$ cat config.mk
export PLATFORM = sky130hd
export DESIGN_NAME = conv_encoder_stream
export DESIGN_NICKNAME = d
export VERILOG_FILES = /design/src/rtl/conv_pkg.sv /design/src/rtl/conv_enc_core.sv /design/src/rtl/conv_encoder_stream.sv
export SDC_FILE = /design/constraint.sdc
export NUM_CORES = 1
export LEC_CHECK = 0
export BUFFER_PORTS_ARGS = -buffer_cell sky130_fd_sc_hd__buf_2
export CAP_MARGIN = 20
export CORE_ASPECT_RATIO = 1.25
export CORE_MARGIN = 2
export CORE_UTILIZATION = 60
export DETAILED_ROUTE_END_ITERATION = 16
export MAX_ROUTING_LAYER = met4
export PLACE_DENSITY = 0.85
export SETUP_SLACK_MARGIN = 0.5
export SYNTH_ARGS = -nofsm -noshare
export SYNTH_HDL_FRONTEND = slang
export SYNTH_SLANG_ARGS = --single-unit
$ cat constraint.sdc
create_clock -name clk -period 4.4 [get_ports clk]
set_clock_uncertainty 0.1 [all_clocks]
set_input_delay 0.22 -clock clk [delete_from_list [all_inputs] [get_ports clk]]
set_output_delay 0.22 -clock clk [all_outputs]
set_load 0.02 [all_outputs]
$ cat src/rtl/conv_pkg.sv
// Shared types, widths and default generators for the convolutional encoder.
package conv_pkg;

  typedef enum logic [1:0] {
    StIdle,
    StData,
    StTail,
    StDone
  } state_e;

  localparam int unsigned SYM_W = 2;
  localparam int unsigned LEN_W = 8;
  localparam int unsigned CNT_W = 9;
  localparam int unsigned MAX_K = 7;

  // Default generator pairs per constraint length; bit 0 taps the current input.
  localparam logic [2:0] G0_K3 = 3'b111;
  localparam logic [2:0] G1_K3 = 3'b101;
  localparam logic [3:0] G0_K4 = 4'b1111;
  localparam logic [3:0] G1_K4 = 4'b1101;
  localparam logic [4:0] G0_K5 = 5'b11111;
  localparam logic [4:0] G1_K5 = 5'b11011;

  function automatic logic parity(input logic [MAX_K-1:0] v);
    return ^v;
  endfunction

endpackage

$ cat src/rtl/conv_enc_core.sv
// Encoder shift register and combinational symbol for the bit currently presented.
module conv_enc_core
  import conv_pkg::*;
#(
  parameter int unsigned   K  = 3,
  parameter logic [K-1:0]  G0 = 3'b111,
  parameter logic [K-1:0]  G1 = 3'b101
) (
  input  logic             clk,
  input  logic             rst,
  input  logic             clear,
  input  logic             load,
  input  logic             bit_in,
  output logic [SYM_W-1:0] sym
);

  logic [K-2:0] st_q, st_d;
  logic [K-1:0] r;

  // Symbol for the register contents extended by the incoming bit.
  always_comb begin
    r   = {st_q, bit_in};
    sym = {parity(MAX_K'(r & G0)), parity(MAX_K'(r & G1))};
  end

  // Newest bit enters at the LSB; clear wins over load.
  always_comb begin
    st_d = st_q;
    if (clear) begin
      st_d = '0;
    end else if (load) begin
      st_d = {st_q[K-3:0], bit_in};
    end
  end

  // State register.
  always_ff @(posedge clk) begin
    if (rst) begin
      st_q <= '0;
    end else begin
      st_q <= st_d;
    end
  end

endmodule

$ cat src/rtl/conv_encoder_stream.sv
// Streaming rate-1/2 convolutional encoder with optional zero-tail termination.
module conv_encoder_stream
  import conv_pkg::*;
#(
  parameter int unsigned  K  = 3,
  parameter logic [K-1:0] G0 = 3'b111,
  parameter logic [K-1:0] G1 = 3'b101
) (
  input  logic             clk,
  input  logic             rst,
  input  logic             start,
  input  logic [LEN_W-1:0] frame_len,
  input  logic             tail_en,
  input  logic             in_valid,
  input  logic             in_bit,
  output logic             in_ready,
  output logic             sym_valid,
  output logic [SYM_W-1:0] sym,
  input  logic             sym_ready,
  output logic             sym_last,
  output logic             busy,
  output logic             done,
  output logic [CNT_W-1:0] sym_count
);

  state_e             state_q, state_d;
  logic [LEN_W-1:0]   cnt_q, cnt_d;
  logic [LEN_W-1:0]   len_q, len_d;
  logic               tail_q, tail_d;
  logic [SYM_W-1:0]   sym_q, sym_d;
  logic               sym_valid_q, sym_valid_d;
  logic               sym_last_q, sym_last_d;
  logic               done_q, done_d;
  logic [CNT_W-1:0]   sym_count_q, sym_count_d;

  logic               adv, accept, last_bit, last_tail;
  logic               core_clear, core_load, core_bit;
  logic [SYM_W-1:0]   core_sym;

  conv_enc_core #(
    .K (K),
    .G0(G0),
    .G1(G1)
  ) u_core (
    .clk   (clk),
    .rst   (rst),
    .clear (core_clear),
    .load  (core_load),
    .bit_in(core_bit),
    .sym   (core_sym)
  );

  // Handshake qualifiers; the output register may reload in the cycle it drains.
  always_comb begin
    adv       = !sym_valid_q || sym_ready;
    accept    = sym_valid_q && sym_ready;
    in_ready  = (state_q == StData) && adv;
    core_bit  = (state_q == StData) ? in_bit : 1'b0;
    last_bit  = (cnt_q == len_q - LEN_W'(1));
    last_tail = (cnt_q == LEN_W'(K - 2));
  end

  // FSM next state, counters and output register loading.
  always_comb begin
    state_d     = state_q;
    cnt_d       = cnt_q;
    len_d       = len_q;
    tail_d      = tail_q;
    sym_d       = sym_q;
    sym_valid_d = sym_valid_q;
    sym_last_d  = sym_last_q;
    sym_count_d = sym_count_q;
    done_d      = 1'b0;
    core_clear  = 1'b0;
    core_load   = 1'b0;

    if (accept) begin
      sym_valid_d = 1'b0;
      sym_last_d  = 1'b0;
      if (sym_count_q != '1) begin
        sym_count_d = sym_count_q + CNT_W'(1);
      end
    end

    unique case (state_q)
      StIdle: begin
        if (start) begin
          core_clear  = 1'b1;
          cnt_d       = '0;
          len_d       = frame_len;
          tail_d      = tail_en;
          sym_count_d = '0;
          if (frame_len != '0) begin
            state_d = StData;
          end else if (tail_en) begin
            state_d = StTail;
          end else begin
            state_d = StDone;
          end
        end
      end
      StData: begin
        if (in_valid && in_ready) begin
          core_load   = 1'b1;
          sym_d       = core_sym;
          sym_valid_d = 1'b1;
          sym_last_d  = last_bit && !tail_q;
          if (last_bit) begin
            cnt_d   = '0;
            state_d = tail_q ? StTail : StDone;
          end else begin
            cnt_d = cnt_q + LEN_W'(1);
          end
        end
      end
      StTail: begin
        if (adv) begin
          core_load   = 1'b1;
          sym_d       = core_sym;
          sym_valid_d = 1'b1;
          sym_last_d  = last_tail;
          if (last_tail) begin
            cnt_d   = '0;
            state_d = StDone;
          end else begin
            cnt_d = cnt_q + LEN_W'(1);
          end
        end
      end
      StDone: begin
        // Empty register covers the zero-symbol frame.
        if (!sym_valid_q || accept) begin
          done_d  = 1'b1;
          state_d = StIdle;
        end
      end
      default: state_d = StIdle;
    endcase
  end

  // State and output registers.
  always_ff @(posedge clk) begin
    if (rst) begin
      state_q     <= StIdle;
      cnt_q       <= '0;
      len_q       <= '0;
      tail_q      <= 1'b0;
      sym_q       <= '0;
      sym_valid_q <= 1'b0;
      sym_last_q  <= 1'b0;
      done_q      <= 1'b0;
      sym_count_q <= '0;
    end else begin
      state_q     <= state_d;
      cnt_q       <= cnt_d;
      len_q       <= len_d;
      tail_q      <= tail_d;
      sym_q       <= sym_d;
      sym_valid_q <= sym_valid_d;
      sym_last_q  <= sym_last_d;
      done_q      <= done_d;
      sym_count_q <= sym_count_d;
    end
  end

  assign sym_valid = sym_valid_q;
  assign sym       = sym_q;
  assign sym_last  = sym_last_q;
  assign busy      = (state_q != StIdle);
  assign done      = done_q;
  assign sym_count = sym_count_q;

endmodule

Word-level counts from Yosys, hierarchy flattened
Index checks and enable logic that the tools add are counted.
{"block": "word_totals", "regBits": 35, "in_bits": 15, "output_inout_bits": 16, "wordCells": 85}
{"block": "classes", "n_addsub": 3, "eq_ne": 12, "n_mux": 38, "bitwise": 1, "reduce_logical": 21}
{"operator": "$mux 8", "n": 5}
{"operator": "$mux 9", "n": 4}
{"operator": "$pmux 8 s3", "n": 1}
{"operator": "$mux 2", "n": 9}
{"operator": "$mux 1", "n": 14}
{"operator": "$reduce_xor 7->1", "n": 2}
{"operator": "$ne 2x2->1 const B", "n": 5}
{"operator": "$add 9x1->9 const B", "n": 1}
{"operator": "$ne 9x9->1 const B", "n": 1}
{"operator": "$add 8x1->8 const B", "n": 1}
{"operator": "$eq 8x1->1 const B", "n": 1}
{"operator": "$eq 8x8->1", "n": 1}
{"operator": "$pmux 2 s4", "n": 1}
{"operator": "$reduce_bool 8->1", "n": 1}
{"operator": "$sub 8x1->8 const B", "n": 1}
{"operator": "$pmux 1 s2", "n": 3}
{"operator": "$reduce_and 6->1", "n": 1}
{"operator": "$eq 2x2->1 const B", "n": 2}
{"operator": "$logic_and 1x1->1", "n": 4}
{"operator": "$pmux 2 s2", "n": 1}
{"operator": "$reduce_and 4->1", "n": 1}
{"operator": "$reduce_bool 2->1", "n": 2}
{"operator": "$reduce_or 2->1", "n": 2}
{"operator": "$reduce_and 3->1", "n": 1}
{"operator": "other kinds (8)", "n": 10}

Longest topological paths before layout
Gate-level depths: netlist of the first run.
{"block": "depth", "word_depth": 6, "ltp_mapped": 9, "mapped_depth_nobuf": 8}

Modules after synthesis
A second synthesis of the first run with hierarchy kept.
{"block": "unflattened", "hier_cells": 243, "hier_area_um2": 2016.9}
{"mod": "conv_encoder_stream", "n_inst": 1, "cells_per_inst": 235, "area_each_um2": 1929.4, "seq_area_each_um2": 660.6}
{"mod": "conv_enc_core", "n_inst": 1, "cells_per_inst": 8, "area_each_um2": 87.6, "seq_area_each_um2": 40.0}

Worst setup path before layout of the first run
Ideal clock, no wire load.
{"block": "synth_path", "path_type": "register to register", "startpoint": "register state_q[0]", "endpoint": "register cnt_q[0]", "setup_ps": 130, "arrival_ps": 2228, "required_time_ps": 4170, "setup_slack_ps": 1942, "path_stages_with_launch": 10, "n_path_buf": 1, "synth_period_minus_slack_ps": 2458, "cell_sequence": "dfxtp_1 -> inv_1 -> ha_1 -> inv_1 -> nor2_1 -> a2111oi_0 -> clkbuf_1 -> a211oi_1 -> a31oi_2 -> nor2_1"}
{"block": "synth_between", "elab_chain_cells": 5}
{"element": "start, declared", "line": "conv_encoder_stream.sv:26", "source": "state_e state_q, state_d;"}
{"element": "start signal, assigned", "line": "conv_encoder_stream.sv:144", "source": "state_q <= StIdle;"}
{"element": "start signal, assigned", "line": "conv_encoder_stream.sv:154", "source": "state_q <= state_d;"}
{"element": "$eq 2x1->1", "line": "conv_encoder_stream.sv:57, conv_encoder_stream.sv:85"}
{"element": "$logic_and 1x1->1", "line": "conv_encoder_stream.sv:57", "source": "in_ready = (state_q == StData) && adv;"}
{"element": "$logic_and 1x1->1", "line": "conv_encoder_stream.sv:103", "source": "if (in_valid && in_ready) begin"}
{"element": "$ne 2x1->1 (no line)"}
{"element": "$reduce_and 4->1 (no line)"}
{"element": "end signal, assigned", "line": "conv_encoder_stream.sv:155", "source": "cnt_q <= cnt_d;"}
{"element": "end, declared", "line": "conv_encoder_stream.sv:27", "source": "logic [LEN_W-1:0] cnt_q, cnt_d;"}
Several ways; a longest one is shown, not always the timed one.
A chain may end at the register's enable or synchronous reset.

Worst setup path in the final report of the first run
{"block": "layout_path", "startpoint": "register len_q[0]", "endpoint": "register state_q[1]"}
{"block": "layout_between", "elab_chain_cells": 4}
{"element": "start, declared", "line": "conv_encoder_stream.sv:28", "source": "logic [LEN_W-1:0] len_q, len_d;"}
{"element": "start signal, assigned", "line": "conv_encoder_stream.sv:156", "source": "len_q <= len_d;"}
{"element": "$sub 8x1->8", "line": "conv_encoder_stream.sv:59", "source": "last_bit = (cnt_q == len_q - LEN_W'(1));"}
{"element": "$eq 8x8->1", "line": "conv_encoder_stream.sv:59"}
{"element": "$ne 2x2->1 (no line)"}
{"element": "$reduce_and 6->1 (no line)"}
No other way between the ends.

==> impl_metrics.py, run 1 <==
metrics = {
    "synth": {
        "seq_area_frac_synth": 0.360,
        "synth-edff-count": 0,
        "synth_ff_type": "dfxtp_1",
        "postSynthCellCount": 235,
        "synth_top_area_cell": "dfxtp_1",
        "ys_top_cells_by_area": "dfxtp_1 36%, ha_1 6.4%, xor2_1 6.3%, nand2_1 5.6%, nor2_1 5.6%",
        "syn_nets": 260,
        "yosys.area.top_type_share": 0.360,
        "synth.distinct_cells": 41,
        "ys_ff_latch": 35,
        "synth-warning-count": 0,
        "synth_common_cells": "35 x dfxtp_1, 29 x nand2_1, 29 x nor2_1, 20 x a21oi_1, 14 x xor2_1",
        "synth_most_common_cell": "dfxtp_1",
        "synth_area_per_cell_um2": 8.27,
        "async_reset_ff_frac": 0,
        "netlist_area_mm2": 0.00194,
    },
    "grt": {
        "use_met2": 0.393,
        "antenna_found_initial": 0,
        "gr-max-usage-layer": "met2",
        "grtUsageMet3": 0.0686,
        "grt_pass1_wl_mm": 6.17,
        "overflow": 0,
        "grt_max_degree": 22,
        "grt_pass1_vias": 1474,
        "gr-usage-all-layers": 0.236,
        "use_met1": 0.263,
    },
    "place": {
        "place_ws_ns": 1.51,
        "dp_hpwl_mm": 2.96,
        "place_congestion": 0.880,
        "portBuffers": 30,
        "dpl_cell_area_mm2": 0.00212,
    },
    "route": {
        "post-route-drc-count": 0,
        "drt_iter0_markers": 45,
        "vias_per_cell": 5.71,
        "dr.pass1.iters": 4,
        "wl_per_cell_um": 13.0,
        "vias": 1725,
        "antenna_left": 0,
        "drt-total-wl_mm": 3.94,
    },
    "finish": {
        "drive_gt1_frac": 0.162,
        "area_growth_pct": 13.6,
        "nNetsFinal": 290,
        "final_core_util": 0.698,
        "fillCellCount": 266,
        "diodes": 0,
        "final_cell_area_mm2": 0.00221,
    },
    "sta": {
        "worstMarginPinSlew_ns": 0.730,
        "fmax_ghz": 0.397,
        "setup_viol": 0,
        "slew_violations": 0,
        "layout_setup_ws_ns": 1.88,
        "rsz0062_at_grt": "false",
        "fin_tns_setup_ns": 0,
        "finalCriticalPeriod_ns": 2.52,
        "hold_viol_final": 0,
        "slew_headroom": 0.511,
        "period_share": 0.572,
    },
    "worst_setup_path": {
        "crit_chain": "or4_4 -> o221a_1 -> or3_1 -> o2111ai_2 -> a21oi_1 -> mux2_1",
        "r2r_slack_ns": 1.88,
        "cp.arrival_ns": 2.58,
        "worst_ep_required_time_ns": 4.47,
        "cp-start-kind": "register",
        "cp_max_fo": 5,
        "slowest_stage": "or4_4",
        "cp-end-kind": "register",
        "regToRegStartpoint": "len_q[0]",
        "reg2reg_to": "state_q[1]",
        "startpoint": "len_q[0]",
        "critPathMaxStageDelay_ns": 0.57,
        "crit_type": "reg2reg",
        "crit_end": "state_q[1]",
        "r2r_cells": 6,
    },
    "power_and_ir_drop": {
        "ir_drop_v": 0.000419,
        "power.leakage_nw": 0.910,
        "power_density_mw_per_mm2": 426,
    },
    "clock_network": {
        "post_cts_buffers": 0,
        "holdBufCountCts": 0,
        "clk_latency_ns": 0.28,
        "clk_pin_slew_ns": 0.06,
        "clockRootBuffer": "clkbuf_8",
        "clk_path_buf_depth": 2,
        "post_cts_resize_count": 0,
        "cts_tree": "built",
        "cts_buffers": 5,
        "h-tree-depth": 2,
        "cts_sinks": 35,
    },
    "floorplanning": {
        "coreArea_mm2": 0.00317,
        "die_h_um": 67.6,
        "start_util": 0.614,
        "die_width_um": 54.9,
        "num_io_pins": 31,
        "die_area_mm2": 0.00371,
        "rows": 23,
    },
    "worst_hold_path": {
        "hold_path.class": "in2reg",
        "worstHoldPathCells": 3,
    },
    "run": {
        "cap_violations": 0,
    },
    "status": {
        "status": "finished clean",
    },
}
-- worst min path at each step --
stage | start | endpoint | slack [ns]
floorplan | tail_en | tail_q | 0.26
global placement | tail_q | tail_q | 0.37
detailed placement | tail_q | tail_q | 0.37
CTS | frame_len[5] | len_q[5] | 0.08
global route | frame_len[2] | len_q[2] | 0.08
finish | frame_len[7] | len_q[7] | 0.08
-- per-layer routing --
layer,vias to the layer above,part of all wire
met5,-,0
met4,0,0.015
met3,6,0.035
met2,26,0.51
met1,811,0.43
li1,882,-
-- registers in the layout, indices dropped and copies added, names as in the netlist --
signal and count:
u_core.st_q 2, sym_count 9, state_q 2, len_q 8, sym_last 1, tail_q 1, cnt_q 8, sym 2
sym_valid 1, done 1
-- per-stage QoR --
step,power (mW),hold slack [ns],std cells
after floorplan,0.639,0.256,235
after global placement,0.705,0.368,294
after detailed placement,0.713,0.368,294
after CTS,0.944,0.0759,301
after global routing,1.00,0.0785,302
final,0.942,0.0809,302
-- area by class of cell --
type	instances	area [µm²]	share of cell area
Tap cell	37	46.3	0.0210
Clock inverter	1	5.00	0.00227
Clock buffer	6	82.6	0.0374
Sequential cell	35	701	0.317
Multi-Input combinational cell	182	1180	0.535
Inverter	10	37.5	0.0170
Timing Repair Buffer	31	155	0.0702
-- critical path: cells and delay by family, from the launching register on --
family | cells | cell delay, ns
DFF | 1 | 0.36
muxes | 1 | 0.34
AOI/OAI and AO/OA | 3 | 0.67
and+or+nand+nor | 2 | 0.93
-- where the power goes --
group          internal [mW]  switching, mW
Clock                  0.123          0.105
Combinational          0.135          0.192
Sequential             0.346         0.0419
-- layout by cell type, fill, tap and decap left out, drive strengths merged, types with 5 or more instances in the layout --
master	n
a21oi	20
nand2	29
inv	10
xor2	14
a211oi	6
buf	31
ha	10
clkbuf	6
dfxtp	35
xnor2	11
mux2i	5
nor2	29
nor4	5
nand2b	6
nand4	9
-- cell families after synthesis --
kind of cell | Yosys count | share of synthesized area
simple gates | 101 | 0.257
compound gates | 40 | 0.139
flops | 35 | 0.360
xor+xnor | 25 | 0.113
buf+inv | 18 | 0.0348
fa+ha+maj | 10 | 0.0644
mux | 6 | 0.0315
Power figures use the tool's default switching activity.
==> run 2: changes to the inputs <==
--- a/config.mk
+++ b/config.mk
@@ -5,14 +5,15 @@
 export SDC_FILE = /design/constraint.sdc
 export NUM_CORES = 1
 export LEC_CHECK = 0
+export ABC_AREA = 1
 export BUFFER_PORTS_ARGS = -buffer_cell sky130_fd_sc_hd__buf_2
 export CAP_MARGIN = 20
 export CORE_ASPECT_RATIO = 1.25
 export CORE_MARGIN = 2
-export CORE_UTILIZATION = 60
+export CORE_UTILIZATION = 56
 export DETAILED_ROUTE_END_ITERATION = 16
 export MAX_ROUTING_LAYER = met4
-export PLACE_DENSITY = 0.85
+export PLACE_DENSITY = 0.8
 export SETUP_SLACK_MARGIN = 0.5
 export SYNTH_ARGS = -nofsm -noshare
 export SYNTH_HDL_FRONTEND = slang
==> constraint.sdc (replaced) <==
create_clock -name clk -period 2.5 [get_ports clk]
set_clock_uncertainty 0.1 [all_clocks]
set_input_delay 0.125 -clock clk [delete_from_list [all_inputs] [get_ports clk]]
set_output_delay 0.125 -clock clk [all_outputs]
set_load 0.02 [all_outputs]
==> run 2 against run 1 <==
  * Clock power up 62%
  * Sequential cell count unchanged
  * Utilization down 0.14 points
  * Critical endpoint is now cnt_q[4]
  * Die area up 8.1%
  * Cell count up 24%
  * Sequential share of layout area down 2.0 points
  * Synthesized cell count up 23%
  * Sequential power up 87%
  * Critical path depth up 6
==> impl_metrics.py, run 2 <==
metrics = {
    "clock_network": {
        "clk_path_buf_depth": 2,
        "h-tree-depth": 2,
        "clockRootBuffer": "clkbuf_8",
        "clk_latency_ns": 0.28,
        "cts_tree": "built",
        "cts_sinks": 35,
        "cts_buffers": 5,
        "clk_pin_slew_ns": 0.06,
    },
    "finish": {
        "final_core_util": 0.697,
        "layout_commonest_cell": "nand2_1",
        "area_growth_pct": 20.9,
        "largest_reg_flops": 9,
        "nNetsFinal": 360,
        "final_cells": 373,
        "diodes": 0,
        "drive_gt1_frac": 0.225,
        "layout_common_cells": "55 x nand2_1, 43 x nor2_1, 36 x inv_1, 30 x dfxtp_1, 30 x buf_2",
    },
    "floorplanning": {
        "num_io_pins": 31,
        "rows": 24,
        "die_area_mm2": 0.00401,
        "die_width_um": 57.1,
        "coreArea_mm2": 0.00342,
        "die_h_um": 70.3,
        "start_util": 0.576,
    },
    "route": {
        "post-route-drc-count": 0,
        "drt-total-wl_mm": 4.60,
        "drt_iter0_markers": 58,
        "vias_per_cell": 5.22,
        "vias": 1948,
        "antenna_left": 0,
        "dr.pass1.iters": 5,
        "wl_per_cell_um": 12.3,
    },
    "synth": {
        "postSynthCellCount": 289,
        "synth_common_cells": "58 x nand2_1, 47 x nor2_1, 42 x inv_1, 35 x dfxtp_1, 17 x a21oi_1",
        "synth_area_per_cell_um2": 6.82,
        "ys_top_cells_by_area": "dfxtp_1 36%, nand2_1 11%, nor2_1 8.9%, inv_1 8.0%, ha_1 6.3%",
        "synth.distinct_cells": 26,
        "synth_top_area_cell": "dfxtp_1",
        "ys_ff_latch": 35,
        "synth-edff-count": 0,
        "yosys.area.top_type_share": 0.355,
        "synth-warning-count": 0,
        "netlist_area_mm2": 0.00197,
        "synth_ff_type": "dfxtp_1",
        "async_reset_ff_frac": 0,
        "seq_area_frac_synth": 0.355,
        "synth_most_common_cell": "nand2_1",
        "syn_nets": 314,
    },
    "grt": {
        "gr-usage-all-layers": 0.246,
        "grt_max_degree": 18,
        "grt_pass1_wl_mm": 7.65,
        "grt_pass1_vias": 1901,
        "antenna_found_initial": 0,
        "overflow": 0,
    },
    "worst_setup_path": {
        "path_buf_inv": 4,
        "worst_ep_required_time_ns": 2.57,
        "slowest_stage": "dfxtp_2",
        "r2r_slack_ns": 0.62,
        "crit_chain": "inv_2 -> ha_4 -> inv_1 -> nor2_2 -> nand2_2 -> inv_2 -> nor2_2 -> nor3_4 -> inv_2 -> nor2_1 -> xor2_1 -> nor2_1",
        "cp_top_family": "simple AND/OR/NAND/NOR gates",
        "reg2reg_to": "cnt_q[4]",
        "cp_max_fo": 6,
        "r2r_cells": 12,
        "critPathMaxStageDelay_ns": 0.34,
        "cp.arrival_ns": 1.95,
        "regToRegStartpoint": "state_q[1]",
        "cp_common_cell": "inv_2",
        "cp-start-kind": "register",
        "cp-end-kind": "register",
        "crit_type": "reg2reg",
    },
    "status": {
        "status": "finished clean",
    },
    "sta": {
        "slew_headroom": 0.719,
        "hold_viol_final": 0,
        "fmax_ghz": 0.532,
        "whs_ns": 0.0124,
        "worstMarginPinSlew_ns": 0.420,
        "finalCriticalPeriod_ns": 1.88,
        "setup_viol": 0,
        "slew_violations": 0,
        "fin_tns_setup_ns": 0,
        "rsz0062_at_grt": "true",
        "period_share": 0.752,
    },
    "place": {
        "portBuffers": 30,
        "dp_hpwl_mm": 3.46,
        "place_congestion": 0.907,
        "dp_cells": 357,
    },
    "worst_hold_path": {
        "hp-start": "frame_len[7]",
        "worstHoldPathCells": 3,
        "hold_path.class": "in2reg",
        "hold_path_end": "len_q[7]",
    },
    "power_and_ir_drop": {
        "power.leakage_nw": 1.07,
        "power_density_mw_per_mm2": 953,
        "p_total_mw": 2.27,
        "ir_drop_v": 0.000738,
    },
    "run": {
        "cap_violations": 0,
    },
}
run 2: cell count changes after synthesis, sizes merged, moves of 4 or more:
cell,previous run,this run
nand4,9,3
nand3,1,12
xnor2,11,5
and3,4,0
nand2,29,60
inv,10,44
nor3,3,8
nor2,29,50
o21ai,2,17
nand2b,6,0
clkbuf,7,3
mux2i,5,0
run 2: kinds of logic (layout without fill, tap and decap cells):
logic type	Yosys count	after routing	synth area share
buf+inv	47	92	0.0895
flops	35	35	0.355
compound gates	43	43	0.119
simple gates	135	135	0.288
fa+ha+maj	10	10	0.0635
xor+xnor	19	19	0.0844
run 2: timing repair:
action | CTS | global route
hold buffers | 1 | 0
gates cloned | 0 | 0
buffers inserted | 3 | 6
hold endpoints to repair | 2 | 0
pin swaps | 1 | 11
resized for setup | 5 | 20
setup endpoints to repair | 6 | 15
run 2: per-layer routing:
metal / wire length (µm) / GRT usage / up-vias
met5: 0 / - / -
li1: - / - / 1003
met1: 1860 / 0.256 / 876
met4: 171 / 0.0879 / 0
met2: 2410 / 0.448 / 50
met3: 154 / 0.0500 / 19
run 2: worst reg2reg max path, cell delays in order (launching register included):
cell and delay, ns:
dfxtp_2 0.34, inv_2 0.09, ha_4 0.16, inv_1 0.06, nor2_2 0.10, nand2_2 0.07, inv_2 0.07, nor2_2 0.07
nor3_4 0.25, inv_2 0.10, nor2_1 0.12, xor2_1 0.18, nor2_1 0.05
run 2: layout make-up:
type                            count  area [µm²]
Timing Repair Buffer               42         243
Inverter                           44         168
Fill cell                         296        1040
Multi-Input combinational cell    207        1140
Sequential cell                    35         709
Tap cell                           39        48.8
Clock buffer                        6        72.6
run 2: worst max-delay path by stage:
stage	start	endpoint	slack [ns]	depth (start not counted)
after global placement	state_q[1]	cnt_q[3]	0.40	12
final	state_q[1]	cnt_q[4]	0.62	12
after CTS	len_q[0]	cnt_q[5]	0.51	16
after detailed placement	state_q[1]	cnt_q[3]	0.39	12
after floorplan	state_q[1]	cnt_q[4]	0.51	12
after global routing	state_q[1]	cnt_q[3]	0.46	12
run 2: per-stage QoR:
stage          area (µm²)  setup slack [ns]
2_1_floorplan        1970             0.506
3_3_place_gp         2170             0.398
3_5_place_dp         2170             0.386
4_1_cts              2300             0.514
5_1_grt              2380             0.458
6_report             2380             0.619
run 2: power breakdown:
| group | switching (mW) | total, mW | internal (mW) |
|---|---|---|---|
| combinational | 0.707 | 1.18 | 0.471 |
| sequential | 0.0764 | 0.727 | 0.651 |
| clock | 0.182 | 0.367 | 0.185 |
==> run 3: changes to the inputs <==
==> constraint.sdc (replaced) <==
create_clock -name clk -period 1.8 [get_ports clk]
set_clock_uncertainty 0.1 [all_clocks]
set_input_delay 0.09 -clock clk [delete_from_list [all_inputs] [get_ports clk]]
set_output_delay 0.09 -clock clk [all_outputs]
set_load 0.02 [all_outputs]
==> run 3 against run 2 <==
  * Synthesized cell count did not move
  * The flow now stops in global routing
  * Synthesized area did not move
==> impl_metrics.py, run 3 <==
metrics = {
    "status": {
        "status": "aborted with a tool error",
        "stop_stage": "global routing",
        "tool.error": "[ERROR DPL-0033] detailed placement checks failed during check placement.",
    },
    "floorplanning": {
        "num_io_pins": 31,
        "die_h_um": 70.3,
        "die_width_um": 57.1,
        "rows": 24,
        "start_util": 0.576,
    },
    "sta": {
        "endpoint_type": "sequential cell input",
        "worst_endpoint": "cnt_q[6]$_SDFFE_PP0P_/D",
    },
    "synth": {
        "seq_area_frac_synth": 0.355,
        "syn_nets": 314,
        "async_reset_ff_frac": 0,
        "synth.distinct_cells": 26,
        "synth_common_cells": "58 x nand2_1, 47 x nor2_1, 42 x inv_1, 35 x dfxtp_1, 17 x a21oi_1",
        "netlist_area_mm2": 0.00197,
        "synth_area_per_cell_um2": 6.82,
        "yosys.area.top_type_share": 0.355,
        "synth_top_area_cell": "dfxtp_1",
        "ys_top_cells_by_area": "dfxtp_1 36%, nand2_1 11%, nor2_1 8.9%, inv_1 8.0%, ha_1 6.3%",
        "synth-edff-count": 0,
        "postSynthCellCount": 289,
        "synth-warning-count": 0,
        "synth_ff_type": "dfxtp_1",
        "ys_ff_latch": 35,
        "synth_most_common_cell": "nand2_1",
    },
    "place": {
        "dp_cells": 375,
        "portBuffers": 30,
        "place_congestion": 0.840,
        "dp_hpwl_mm": 3.60,
    },
    "grt": {
        "grt_max_degree": 15,
        "antenna_found_initial": 0,
    },
    "clock_network": {
        "cts_sinks": 35,
        "clk_path_buf_depth": 2,
        "cts_buffers": 5,
        "clockRootBuffer": "clkbuf_8",
        "h-tree-depth": 2,
    },
}
[run 3: cell families after synthesis]
logic type | synth area share
xor gates and xnor gates | 0.0844
AOI/OAI and AO/OA | 0.119
buffers and inverters | 0.0895
DFF | 0.355
adders and majority gates | 0.0635
and+or+nand+nor | 0.288
[run 3: per-stage QoR]
stage | area, µm² | hold slack [ns] | util | setup slack, ns
after floorplan | 2090 | 0.0517 | - | -0.0654
after global placement | 2410 | 0.236 | 0.705 | 0.0244
after detailed placement | 2410 | 0.234 | 0.705 | -0.0216
after CTS | 3010 | 0.00979 | 0.880 | -0.0408
[run 3: what timing repair did]
action / 4_1_cts
endpoints found under the hold margin: 9
gates cloned: 2
resized for setup: 71
pin swaps: 24
endpoints found under the setup margin: 36
buffers inserted: 17
hold buffers: 6
==> run 4: changes to the inputs <==
--- a/config.mk
+++ b/config.mk
@@ -8,13 +8,10 @@
 export ABC_AREA = 1
 export BUFFER_PORTS_ARGS = -buffer_cell sky130_fd_sc_hd__buf_2
 export CAP_MARGIN = 20
-export CORE_ASPECT_RATIO = 1.25
 export CORE_MARGIN = 2
-export CORE_UTILIZATION = 56
+export CORE_UTILIZATION = 40
 export DETAILED_ROUTE_END_ITERATION = 16
-export MAX_ROUTING_LAYER = met4
-export PLACE_DENSITY = 0.8
-export SETUP_SLACK_MARGIN = 0.5
+export PLACE_DENSITY_LB_ADDON = 0.15
 export SYNTH_ARGS = -nofsm -noshare
 export SYNTH_HDL_FRONTEND = slang
 export SYNTH_SLANG_ARGS = --single-unit
==> run 4 against run 3 <==
  * The run now ends clean
==> impl_metrics.py, run 4 (synthesized netlist as in run 2, its figures left out) <==
metrics = {
    "status": {
        "status": "finished clean",
    },
    "route": {
        "drt_iter0_markers": 118,
        "dr.pass1.iters": 4,
        "post-route-drc-count": 0,
        "antenna_left": 0,
        "wl_per_cell_um": 11.0,
        "vias_per_cell": 4.69,
        "drt-total-wl_mm": 4.59,
        "vias": 1950,
    },
    "floorplanning": {
        "die_width_um": 74.2,
        "num_io_pins": 31,
        "start_util": 0.417,
        "die_area_mm2": 0.00551,
        "coreArea_mm2": 0.00472,
        "die_h_um": 74.2,
        "rows": 25,
    },
    "grt": {
        "grt_pass1_vias": 1779,
        "grt_max_degree": 18,
        "overflow": 0,
        "grt_pass1_wl_mm": 7.89,
        "antenna_found_initial": 0,
        "gr-usage-all-layers": 0.185,
    },
    "place": {
        "dp_hpwl_mm": 3.61,
        "portBuffers": 30,
        "place_congestion": 0.864,
        "place_ws_ns": -0.104,
    },
    "power_and_ir_drop": {
        "p_seq_frac": 0.297,
        "power.leakage_nw": 1.17,
        "p_total_mw": 3.37,
        "ir_drop_v": 0.000729,
        "p_int_mw": 1.97,
        "pwr-share-clk": 0.189,
        "power_density_mw_per_mm2": 1310,
        "combPwrFrac": 0.514,
        "power.switching_mw": 1.40,
        "p_sw_frac": 0.416,
    },
    "sta": {
        "fmax_ghz": 0.557,
        "finalCriticalPeriod_ns": 1.79,
        "period_share": 0.997,
        "layout_setup_ws_ns": 0.00578,
        "rsz0062_at_grt": "true",
        "slew_violations": 0,
        "whs_ns": 0.00867,
        "worstMarginPinSlew_ns": 0.429,
        "setup_viol": 0,
        "hold_viol_final": 0,
        "slew_headroom": 0.711,
    },
    "worst_setup_path": {
        "crit_type": "reg2reg",
        "cp_common_cell": "nand2_1",
        "slowest_stage": "dfxtp_2",
        "cp.arrival_ns": 1.88,
        "cp_max_fo": 6,
        "crit_chain": "inv_2 -> ha_4 -> inv_2 -> nand2_2 -> nand2_1 -> nand2_1 -> nor2_1 -> nand3_1 -> nor2_1 -> nand2_1 -> nand2_2 -> nand2_1 -> nand2_1 -> nand2_2 -> nand2_4 -> nor2_1",
        "critPathMaxStageDelay_ns": 0.34,
        "path_buf_inv": 2,
        "cp_top_family": "simple AND/OR/NAND/NOR gates",
        "worst_ep_required_time_ns": 1.88,
        "cp-start-kind": "register",
        "cp-end-kind": "register",
    },
    "clock_network": {
        "clk_path_buf_depth": 2,
        "clk_latency_ns": 0.28,
        "clk_pin_slew_ns": 0.07,
        "cts_sinks": 35,
        "post_cts_buffers": 0,
        "cts_tree": "built",
        "cts_buffers": 5,
        "h-tree-depth": 2,
        "clockRootBuffer": "clkbuf_8",
    },
    "finish": {
        "largest_reg_flops": 9,
        "area_growth_pct": 30.8,
        "layout_commonest_cell": "nand2_1",
        "drive_gt1_frac": 0.269,
        "diodes": 0,
        "layout_common_cells": "54 x nand2_1, 41 x nor2_1, 35 x inv_1, 30 x dfxtp_1, 30 x buf_2",
        "nNetsFinal": 373,
    },
    "run": {
        "cap_violations": 0,
    },
    "worst_hold_path": {
        "hold_path.class": "in2reg",
    },
}
==> run 4: worst min-delay path, cell delays in order <==
cell	delay [ns]
buf_2	0.10
nand2_1	0.09
a211oi_1	0.07
==> run 4: through the flow <==
step	cells	setup TNS, ns	area, µm²	utilization
6_report	416	0	2580	0.546
5_1_grt	416	-1.76	2580	0.546
4_1_cts	416	-0.00795	2550	0.540
3_5_place_dp	405	-0.750	2390	0.506
3_3_place_gp	405	-0.274	2390	0.506
2_1_floorplan	289	-0.110	2000	-
==> run 4: power by group through the flow <==
stage	clock network [mW]	logic (mW)	registers [mW]
finish	0.638	1.73	1.00
global route	0.697	1.96	1.02
CTS	0.651	1.72	1.00
detailed placement	0	1.65	1.01
global placement	0	1.65	1.01
floorplan	0	1.08	1.03
==> run 4: what timing repair did <==
| action | 4_1_cts | 5_1_grt |
|---|---|---|
| endpoints found under the setup margin | 10 | 22 |
| pin swaps | 8 | 1 |
| hold buffers | 3 | 0 |
| gates resized for setup | 10 | 9 |
| endpoints found under the hold margin | 6 | 0 |
==> run 4: area by class of cell <==
class                           count  area, µm²
Sequential cell                    35        709
Fill cell                         485       2140
Clock inverter                      1       7.51
Tap cell                           67       83.8
Timing Repair Buffer               55        345
Multi-Input combinational cell    207       1170
Clock buffer                        7       96.3
Inverter                           44        165
==> run 4: final timing paths <==
path / depth (start not counted) / slack [ns] / end / from
worst min register to register: 1 / 0.36 / sym_count[0] / sym_count[0]
worst min-delay path: 3 / 0.009 / u_core.st_q[0] / in_bit
worst max-delay path: 16 / 0.006 / cnt_q[2] / len_q[1]
worst max register to register: 16 / 0.006 / cnt_q[2] / len_q[1]
==> run 4: layer usage <==
metal / global-route usage / part of all wire
met1: 0.264 / 0.50
met2: 0.280 / 0.44
met4: 0.0496 / 0.0065
met5: 0 / 0
met3: 0.0434 / 0.049
